## config.mk

```make
export PLATFORM = sky130hd
export DESIGN_NAME = debug_dump_control
export DESIGN_NICKNAME = d
export VERILOG_FILES = /design/src/rtl/debug_dump_control.sv
export SDC_FILE = /design/constraint.sdc
export NUM_CORES = 1
export LEC_CHECK = 0
export ABC_AREA = 1
export CAP_MARGIN = 20
export CORE_MARGIN = 2
export CORE_UTILIZATION = 38
export DETAILED_ROUTE_END_ITERATION = 10
export PLACE_DENSITY = 0.63
export SLEW_MARGIN = 20
export SYNTH_ARGS = -nofsm -noshare
export SYNTH_HDL_FRONTEND = slang
export SYNTH_SLANG_ARGS = --single-unit
```

## constraint.sdc

```tcl
create_clock -name clk -period 1.6 [get_ports clk]
set_input_delay 0.16 -clock clk [delete_from_list [all_inputs] [get_ports clk]]
set_output_delay 0.16 -clock clk [all_outputs]
set_load 0.005 [all_outputs]
```

## src/rtl/debug_dump_control.sv

```systemverilog
// rtl/debug_dump_control.sv - byte-serial dump of PC, register bank, data memory and cycle count
// Define DUMP_CHECKSUM_EN to append one XOR checksum byte after the cycle count.
module debug_dump_control #(
   parameter int WORD_WIDTH     = 32,
   parameter int DM_ADDR_LENGTH = 32,
   parameter int DM_DEPTH       = 1024,
   parameter int RBITS          = 5,
   parameter int RB_DEPTH       = 32
) (
   input  logic                      clk,
   input  logic                      reset,
   input  logic                      send_flag,
   input  logic                      tx_done,
   input  logic [WORD_WIDTH-1:0]     current_pc,
   input  logic [WORD_WIDTH-1:0]     clock_count,
   input  logic [WORD_WIDTH-1:0]     DM_Data,
   input  logic [WORD_WIDTH-1:0]     RB_Data,
   output logic [DM_ADDR_LENGTH-1:0] DM_Addr,
   output logic [RBITS-1:0]          RB_Addr,
   output logic [7:0]                tx_Data,
   output logic                      tx_start,
   output logic                      busy,
   output logic                      send_done
);

   localparam int NBYTES = WORD_WIDTH / 8;
   localparam int BW     = (NBYTES > 1) ? $clog2(NBYTES) : 1;
   localparam logic [BW-1:0]             LAST_BYTE = BW'(NBYTES - 1);
   localparam logic [RBITS-1:0]          LAST_RB   = RBITS'(RB_DEPTH - 1);
   localparam logic [DM_ADDR_LENGTH-1:0] LAST_DM   = DM_ADDR_LENGTH'(DM_DEPTH - 1);

   typedef enum logic [2:0] {
      IDLE,
      ADDR,
      FETCH,
      LOAD,
      SEND,
      WAIT_TX,
      NEXT
`ifdef DUMP_CHECKSUM_EN
      , CSUM
`endif
   } state_t;

   typedef enum logic [2:0] {
      SEC_PC,
      SEC_RB,
      SEC_DM,
      SEC_CC
`ifdef DUMP_CHECKSUM_EN
      , SEC_CS
`endif
   } sec_t;

   state_t                state_q, state_d;
   sec_t                  sec_q;
   logic [BW-1:0]         byte_idx;
   logic [WORD_WIDTH-1:0] word_q;
   logic [WORD_WIDTH-1:0] sel_word;
   logic [WORD_WIDTH-1:0] pc_snap;
   logic [WORD_WIDTH-1:0] cc_snap;
   logic                  last_byte;
`ifdef DUMP_CHECKSUM_EN
   logic [7:0]            csum_q;
`endif

   assign last_byte = (byte_idx == LAST_BYTE);

   always_ff @(posedge clk or negedge reset) begin
      if (!reset) begin
         state_q <= IDLE;
      end else begin
         state_q <= state_d;
      end
   end

   always_comb begin
      state_d = state_q;
      case (state_q)
         IDLE:    if (send_flag) state_d = ADDR;
         ADDR:    state_d = FETCH;
         FETCH:   state_d = LOAD;
         LOAD:    state_d = SEND;
         SEND:    state_d = WAIT_TX;
         WAIT_TX: if (tx_done) state_d = NEXT;
         NEXT: begin
`ifdef DUMP_CHECKSUM_EN
            if (sec_q == SEC_CS) begin
               state_d = IDLE;
            end else
`endif
            if (!last_byte) begin
               state_d = SEND;
            end else if (sec_q == SEC_CC) begin
`ifdef DUMP_CHECKSUM_EN
               state_d = CSUM;
`else
               state_d = IDLE;
`endif
            end else begin
               state_d = ADDR;
            end
         end
`ifdef DUMP_CHECKSUM_EN
         CSUM:    state_d = WAIT_TX;
`endif
         default: state_d = IDLE;
      endcase
   end

   always_comb begin
      sel_word = '0;
      case (sec_q)
         SEC_PC:  sel_word = pc_snap;
         SEC_RB:  sel_word = RB_Data;
         SEC_DM:  sel_word = DM_Data;
         SEC_CC:  sel_word = cc_snap;
         default: sel_word = '0;
      endcase
   end

   // Word bytes leave LSB first: word_q shifts right by one byte per NEXT.
   always_ff @(posedge clk or negedge reset) begin
      if (!reset) begin
         sec_q     <= SEC_PC;
         byte_idx  <= '0;
         word_q    <= '0;
         pc_snap   <= '0;
         cc_snap   <= '0;
         DM_Addr   <= '0;
         RB_Addr   <= '0;
         tx_Data   <= '0;
         tx_start  <= 1'b0;
         busy      <= 1'b0;
         send_done <= 1'b0;
`ifdef DUMP_CHECKSUM_EN
         csum_q    <= '0;
`endif
      end else begin
         tx_start  <= 1'b0;
         send_done <= 1'b0;
         case (state_q)
            IDLE: begin
               if (send_flag) begin
                  pc_snap  <= current_pc;
                  cc_snap  <= clock_count;
                  busy     <= 1'b1;
                  sec_q    <= SEC_PC;
                  byte_idx <= '0;
                  DM_Addr  <= '0;
                  RB_Addr  <= '0;
`ifdef DUMP_CHECKSUM_EN
                  csum_q   <= '0;
`endif
               end
            end
            LOAD: word_q <= sel_word;
            SEND: begin
               tx_Data  <= word_q[7:0];
               tx_start <= 1'b1;
`ifdef DUMP_CHECKSUM_EN
               csum_q   <= csum_q ^ word_q[7:0];
`endif
            end
`ifdef DUMP_CHECKSUM_EN
            CSUM: begin
               tx_Data  <= csum_q;
               tx_start <= 1'b1;
            end
`endif
            NEXT: begin
`ifdef DUMP_CHECKSUM_EN
               if (sec_q == SEC_CS) begin
                  busy      <= 1'b0;
                  send_done <= 1'b1;
                  sec_q     <= SEC_PC;
               end else
`endif
               if (!last_byte) begin
                  byte_idx <= byte_idx + 1'b1;
                  word_q   <= word_q >> 8;
               end else begin
                  byte_idx <= '0;
                  case (sec_q)
                     SEC_PC: sec_q <= SEC_RB;
                     SEC_RB: begin
                        if (RB_Addr == LAST_RB) begin
                           RB_Addr <= '0;
                           sec_q   <= SEC_DM;
                        end else begin
                           RB_Addr <= RB_Addr + 1'b1;
                        end
                     end
                     SEC_DM: begin
                        if (DM_Addr == LAST_DM) begin
                           DM_Addr <= '0;
                           sec_q   <= SEC_CC;
                        end else begin
                           DM_Addr <= DM_Addr + 1'b1;
                        end
                     end
                     SEC_CC: begin
`ifdef DUMP_CHECKSUM_EN
                        sec_q     <= SEC_CS;
`else
                        busy      <= 1'b0;
                        send_done <= 1'b1;
                        sec_q     <= SEC_PC;
`endif
                     end
                     default: sec_q <= SEC_PC;
                  endcase
               end
            end
            default: ;
         endcase
      end
   end

endmodule

```

# Word-level counts from Yosys, hierarchy flattened
# Index checks and enable logic that the tools add are counted.
[classes]
addsub = 3
mul = 0
div = 0
magnitude_cmp = 0
n_eq_ne = 21
shift = 0
muxes = 35
bitwise_logic = 0
n_reduce_logical = 12
[ops]
columns = ["op", "count"]
rows = [
  ["$mux W32", 5],
  ["$pmux W32 S2", 2],
  ["$pmux W32 S4", 1],
  ["$add A32 B1 Y32 const B", 1],
  ["$eq A32 B10 Y1 const B", 1],
  ["$mux W3", 7],
  ["$pmux W3 S7", 1],
  ["$mux W5", 4],
  ["$ne A2 B2 Y1 const B", 7],
  ["$eq A3 B2 Y1 const B", 4],
  ["$reduce_and A4 Y1", 3],
  ["$pmux W5 S2", 1],
  ["$eq A3 B3 Y1 const B", 3],
  ["$pmux W3 S3", 1],
  ["$mux W1", 8],
  ["$reduce_and A2 Y1", 4],
  ["$eq A3 B1 Y1 const B", 2],
  ["$logic_not A3 Y1", 2],
  ["$ne A3 B3 Y1 const B", 2],
  ["$pmux W3 S2", 1],
  ["$add A5 B1 Y5 const B", 1],
  ["$eq A5 B5 Y1 const B", 1],
  ["$reduce_and A5 Y1", 1],
  ["$mux W2", 2],
  ["5 further kinds", 6],
]
[word_totals]
regBits = 152
latch_bits = 0
ram_bits = 0
mem_bits_ro = 0
input_bits = 132
wordCells = 83
memories = 0

# Depth between registers and ports, before layout
[depth]
depth_word = 5
depth_mapped = 12
mapped_depth_nobuf = 11

# Least setup slack after synthesis
# Ideal clock, no wire load.
[synth_path]
path_type = "register -> register"
startpoint = "register sec_q[0]"
endpoint = "register word_q[0]"
setup_time_ns = 0.118
arrival_time_ns = 1.459
t_required_ns = 1.482
path_slack_ns = 0.023
path_stages_with_launch = 11
path_buffers = 2
path_cell_list = "dfrtp_1 -> inv_1 -> ha_1 -> clkbuf_1 -> clkbuf_1 -> nand2_1 -> nand2_1 -> a221oi_1 -> nand2_1 -> nand3_1 -> nand2_1"
[synth_via]
elab_chain_len = 3
elab_cells_between_ends = 6
classes_between = "eq/ne: 3; mux: 2; reduce/logical: 1"
[synth_rtl]
columns = ["element", "line", "text"]
rows = [
  ["start, declared", "56", "sec_t sec_q;"],
  ["start signal, assigned", "125", "sec_q <= SEC_PC;"],
  ["start signal, assigned", "148", "sec_q <= SEC_PC;"],
  ["start signal, assigned", "185", "SEC_PC: sec_q <= SEC_RB;"],
  ["$eq A3 B2 Y1 (tied with other cells)", "113", "case (sec_q)"],
  ["$pmux W32 S4 *", "113", ""],
  ["$pmux W32 S2 *", "142", "case (state_q)"],
  ["end signal, assigned", "157", "LOAD: word_q <= sel_word;"],
  ["end signal, assigned", "181", "word_q <= word_q >> 8;"],
  ["end, declared", "58", "logic [WORD_WIDTH-1:0] word_q;"],
]
# Every way passes the cells marked *; elsewhere a longest branch is shown, timed or not.
# A chain may end at the register's enable or synchronous reset.

# Worst setup path after layout
# Ends and elaborated chain as after synthesis.

==> results_dict.tcl <==
set metrics [dict create \
    first_pass_iters 5 \
    p_sw_w 0.00615 \
    antennaDiodeCount 0 \
    combPwrFrac_pct 40.6 \
    cp_max_fo 7 \
    synth_ff_type "dfrtp_1" \
    p_leak_nw 5.77 \
    core_region_area_um2 20400 \
    final_cells 1565 \
    setup_ws_ps -52.5 \
    hpwlAfterDp_mm 18.7 \
    fin_tns_setup_ps -167 \
    seq_area_frac_synth_pct 47.6 \
    routed_wl_mm 26.1 \
    rsz0062_at_grt "yes" \
    r2r_cells 10 \
    clk_latency_ps 430 \
    slew_viol_final 0 \
    die_area_um2 22100 \
    r2r_setup_slack_ps -50 \
    grt_usage_pct 23.2 \
    synth_edf_count 0 \
    wl_per_cell_um 16.7 \
    die_y_um 149 \
    start_kind "register" \
    cts.sinks 151 \
    grt_pass1_vias 7650 \
    gp_congestion 0.914 \
    hold_violations 0 \
    synth_area_leaders "dfrtp_1 (48%), nand2_1 (15%), mux2_2 (7.5%)" \
    swShare_pct 36.0 \
    cts_buffers 17 \
    postLayoutCoreUtil_pct 60.5 \
    synth_warnings 0 \
    vias 7895 \
    worst_hold_slack_ps 275 \
    ys_ff_latch 151 \
    numPlacedInstances 1496 \
    area_growth_pct 55.3 \
    syn_inst 988 \
    status "finished with violations" \
    ctsHtreeMaxLevel 4 \
    cp.required_ps 1920 \
    clock_skew_ps 8.90 \
    clk_path_buf_depth 2 \
    drt_iter0_markers 678 \
    grt_max_degree 53 \
    boundaryPins 180 \
    gr-total-overflow 0 \
    seqPwrFrac_pct 35.5 \
    fmax_ghz 0.605 \
    worst_pin_slew_ps 540 \
    holdCritPathClass "in2async" \
    portBuffers 179 \
    worst_ep_arrival_time_ps 1970 \
    initial_utilization_pct 39.0 \
    cp-end-kind "register" \
    r2r-start "sec_q[0]" \
    peakVddDrop_uv 872 \
    r2r_end "word_q[0]" \
    violations "setup timing" \
    fp.dieW_um 149 \
    drv_cap 0 \
    cell_internal_pwr_w 0.0109 \
    yosysTopAreaCell "dfrtp_1" \
    finalCritPeriodShare_pct 103 \
    grt_pass1_wl_mm 39.8 \
    syn_nets 1128 \
    place_ws_ps -116 \
    ys_types 36 \
    setup_viol_count_final 10 \
    row_count 52 \
    p_per_area_nw_per_um2 1380 \
    drive_gt1_share_pct 27.3 \
    p_clk_share_pct 23.9 \
    clk_pin_slew_ps 70 \
    async_flop_share_pct 100 \
    path_class "reg2reg" \
    cts_tree "done" \
    viasPerCell 5.04 \
    synth_most_common_cell "nand2_1" \
    synth_common_cells "nand2_1 (314), dfrtp_1 (151), nor2_1 (102), inv_1 (75), o21ai_0 (65)" \
    relSlewSlack_pct 64.0 \
    synth_top_area_share_pct 47.6 \
    syn_area_um2 7940 \
    antenna_found_initial 0 \
    root_buffer "clkbuf_16" \
    fin_crit_ps 1650 \
    antenna_left 0 \
    drc_errors 0 \
    avgSynthCellArea_um2 8.03 \
    fin_nets 1422 \
]
==> cells in the final DEF, fill, tap and decap left out, types with 4 or more instances in the layout <==
cell	count
inv_6	7
mux2_2	53
dfrtp_2	10
nor2_2	21
buf_12	14
dlymetal6s2s_1	15
inv_1	68
nand2_4	11
nor2_1	74
ha_4	4
nand2_2	28
a221oi_2	7
xor2_1	6
o21ai_0	43
dfrtp_1	141
buf_6	12
inv_8	4
buf_4	107
ha_2	4
or2_2	6
clkbuf_16	22
nand4_1	35
inv_2	8
clkdlybuf4s50_1	161
o21ai_1	34
a21oi_1	19
o211ai_1	4
nand2_1	279
nor2_4	11
nand3_1	46
o22ai_1	5
==> per-stage QoR <==
| step | instance area [µm²] | total power [W] |
|---|---|---|
| floorplan | 7940 | 0.00952 |
| global placement | 10800 | 0.0120 |
| detailed placement | 10800 | 0.0121 |
| CTS | 11600 | 0.0164 |
| global route | 12300 | 0.0181 |
| finish | 12300 | 0.0171 |
==> flip-flops by register name, indices dropped and copies added, names as in the netlist <==
name / count
sec_q: 2
tx_Data: 8
word_q: 32
cc_snap: 32
DM_Addr: 32
tx_start: 1
byte_idx: 2
RB_Addr: 5
busy: 1
state_q: 3
send_done: 1
pc_snap: 32
==> repair_timing <==
item	in CTS	in global routing
hold buffers	1	0
hold endpoints to repair	46	0
gates resized for setup	28	162
cloned	0	6
endpoints found under the setup margin	47	90
buffers inserted	12	20
pin swaps	1	55
==> final cells by class <==
cell class | count | area (µm²)
clock buffer | 18 | 439
fill | 1738 | 8040
tap | 270 | 338
multi-input combinational | 713 | 4080
sequential | 151 | 3790
clock inverter | 14 | 153
inverter | 79 | 314
timing repair buffer | 319 | 3200
timing repair inverter | 1 | 8.76
==> per-layer routing <==
layer  global-route usage, %  up-vias  part of all wire (%)
met4                    6.86        0                   2.1
met1                    32.3     3788                    45
met3                    3.77       36                   5.5
met2                    37.3      243                    48
met5                       0        -                     0
li1                        -     3828                     -
==> kinds of logic after synthesis <==
| logic type | after synthesis | share of synthesized area, % |
|---|---|---|
| AOI/OAI and AO/OA | 126 | 8.92 |
| and+or+nand+nor | 520 | 27.5 |
| xor gates and xnor gates | 6 | 0.662 |
| adders and majority gates | 8 | 1.26 |
| DFF | 151 | 47.6 |
| muxes | 53 | 7.52 |
| buffers and inverters | 124 | 6.48 |
==> critical path, stage by stage (launching register included) <==
cell and delay (ps):
dfrtp_2 460, inv_4 70, ha_4 210, clkbuf_16 170, buf_6 120, nand2_2 60, nand2_2 50, a221oi_2 210
nand2_1 90, nand3_1 70, nand2_1 50
==> how the worst max path moves through the flow <==
stage | startpoint | endpoint | slack [ps]
after floorplan | sec_q[0] | word_q[0] | 20
final | sec_q[0] | word_q[0] | -50
after global routing | sec_q[0] | word_q[3] | -110
after detailed placement | sec_q[0] | word_q[29] | -120
after global placement | sec_q[1] | word_q[29] | -120
after CTS | sec_q[1] | word_q[29] | -40
==> power groups by stage <==
stage | Clock (W) | Sequential [W] | Combinational (W)
finish | 0.00407 | 0.00606 | 0.00692
global route | 0.00429 | 0.00618 | 0.00760
CTS | 0.00413 | 0.00600 | 0.00624
detailed placement | 0 | 0.00605 | 0.00610
global placement | 0 | 0.00601 | 0.00600
floorplan | 0 | 0.00582 | 0.00369
Note: power is estimated with default switching activity, not from simulation.
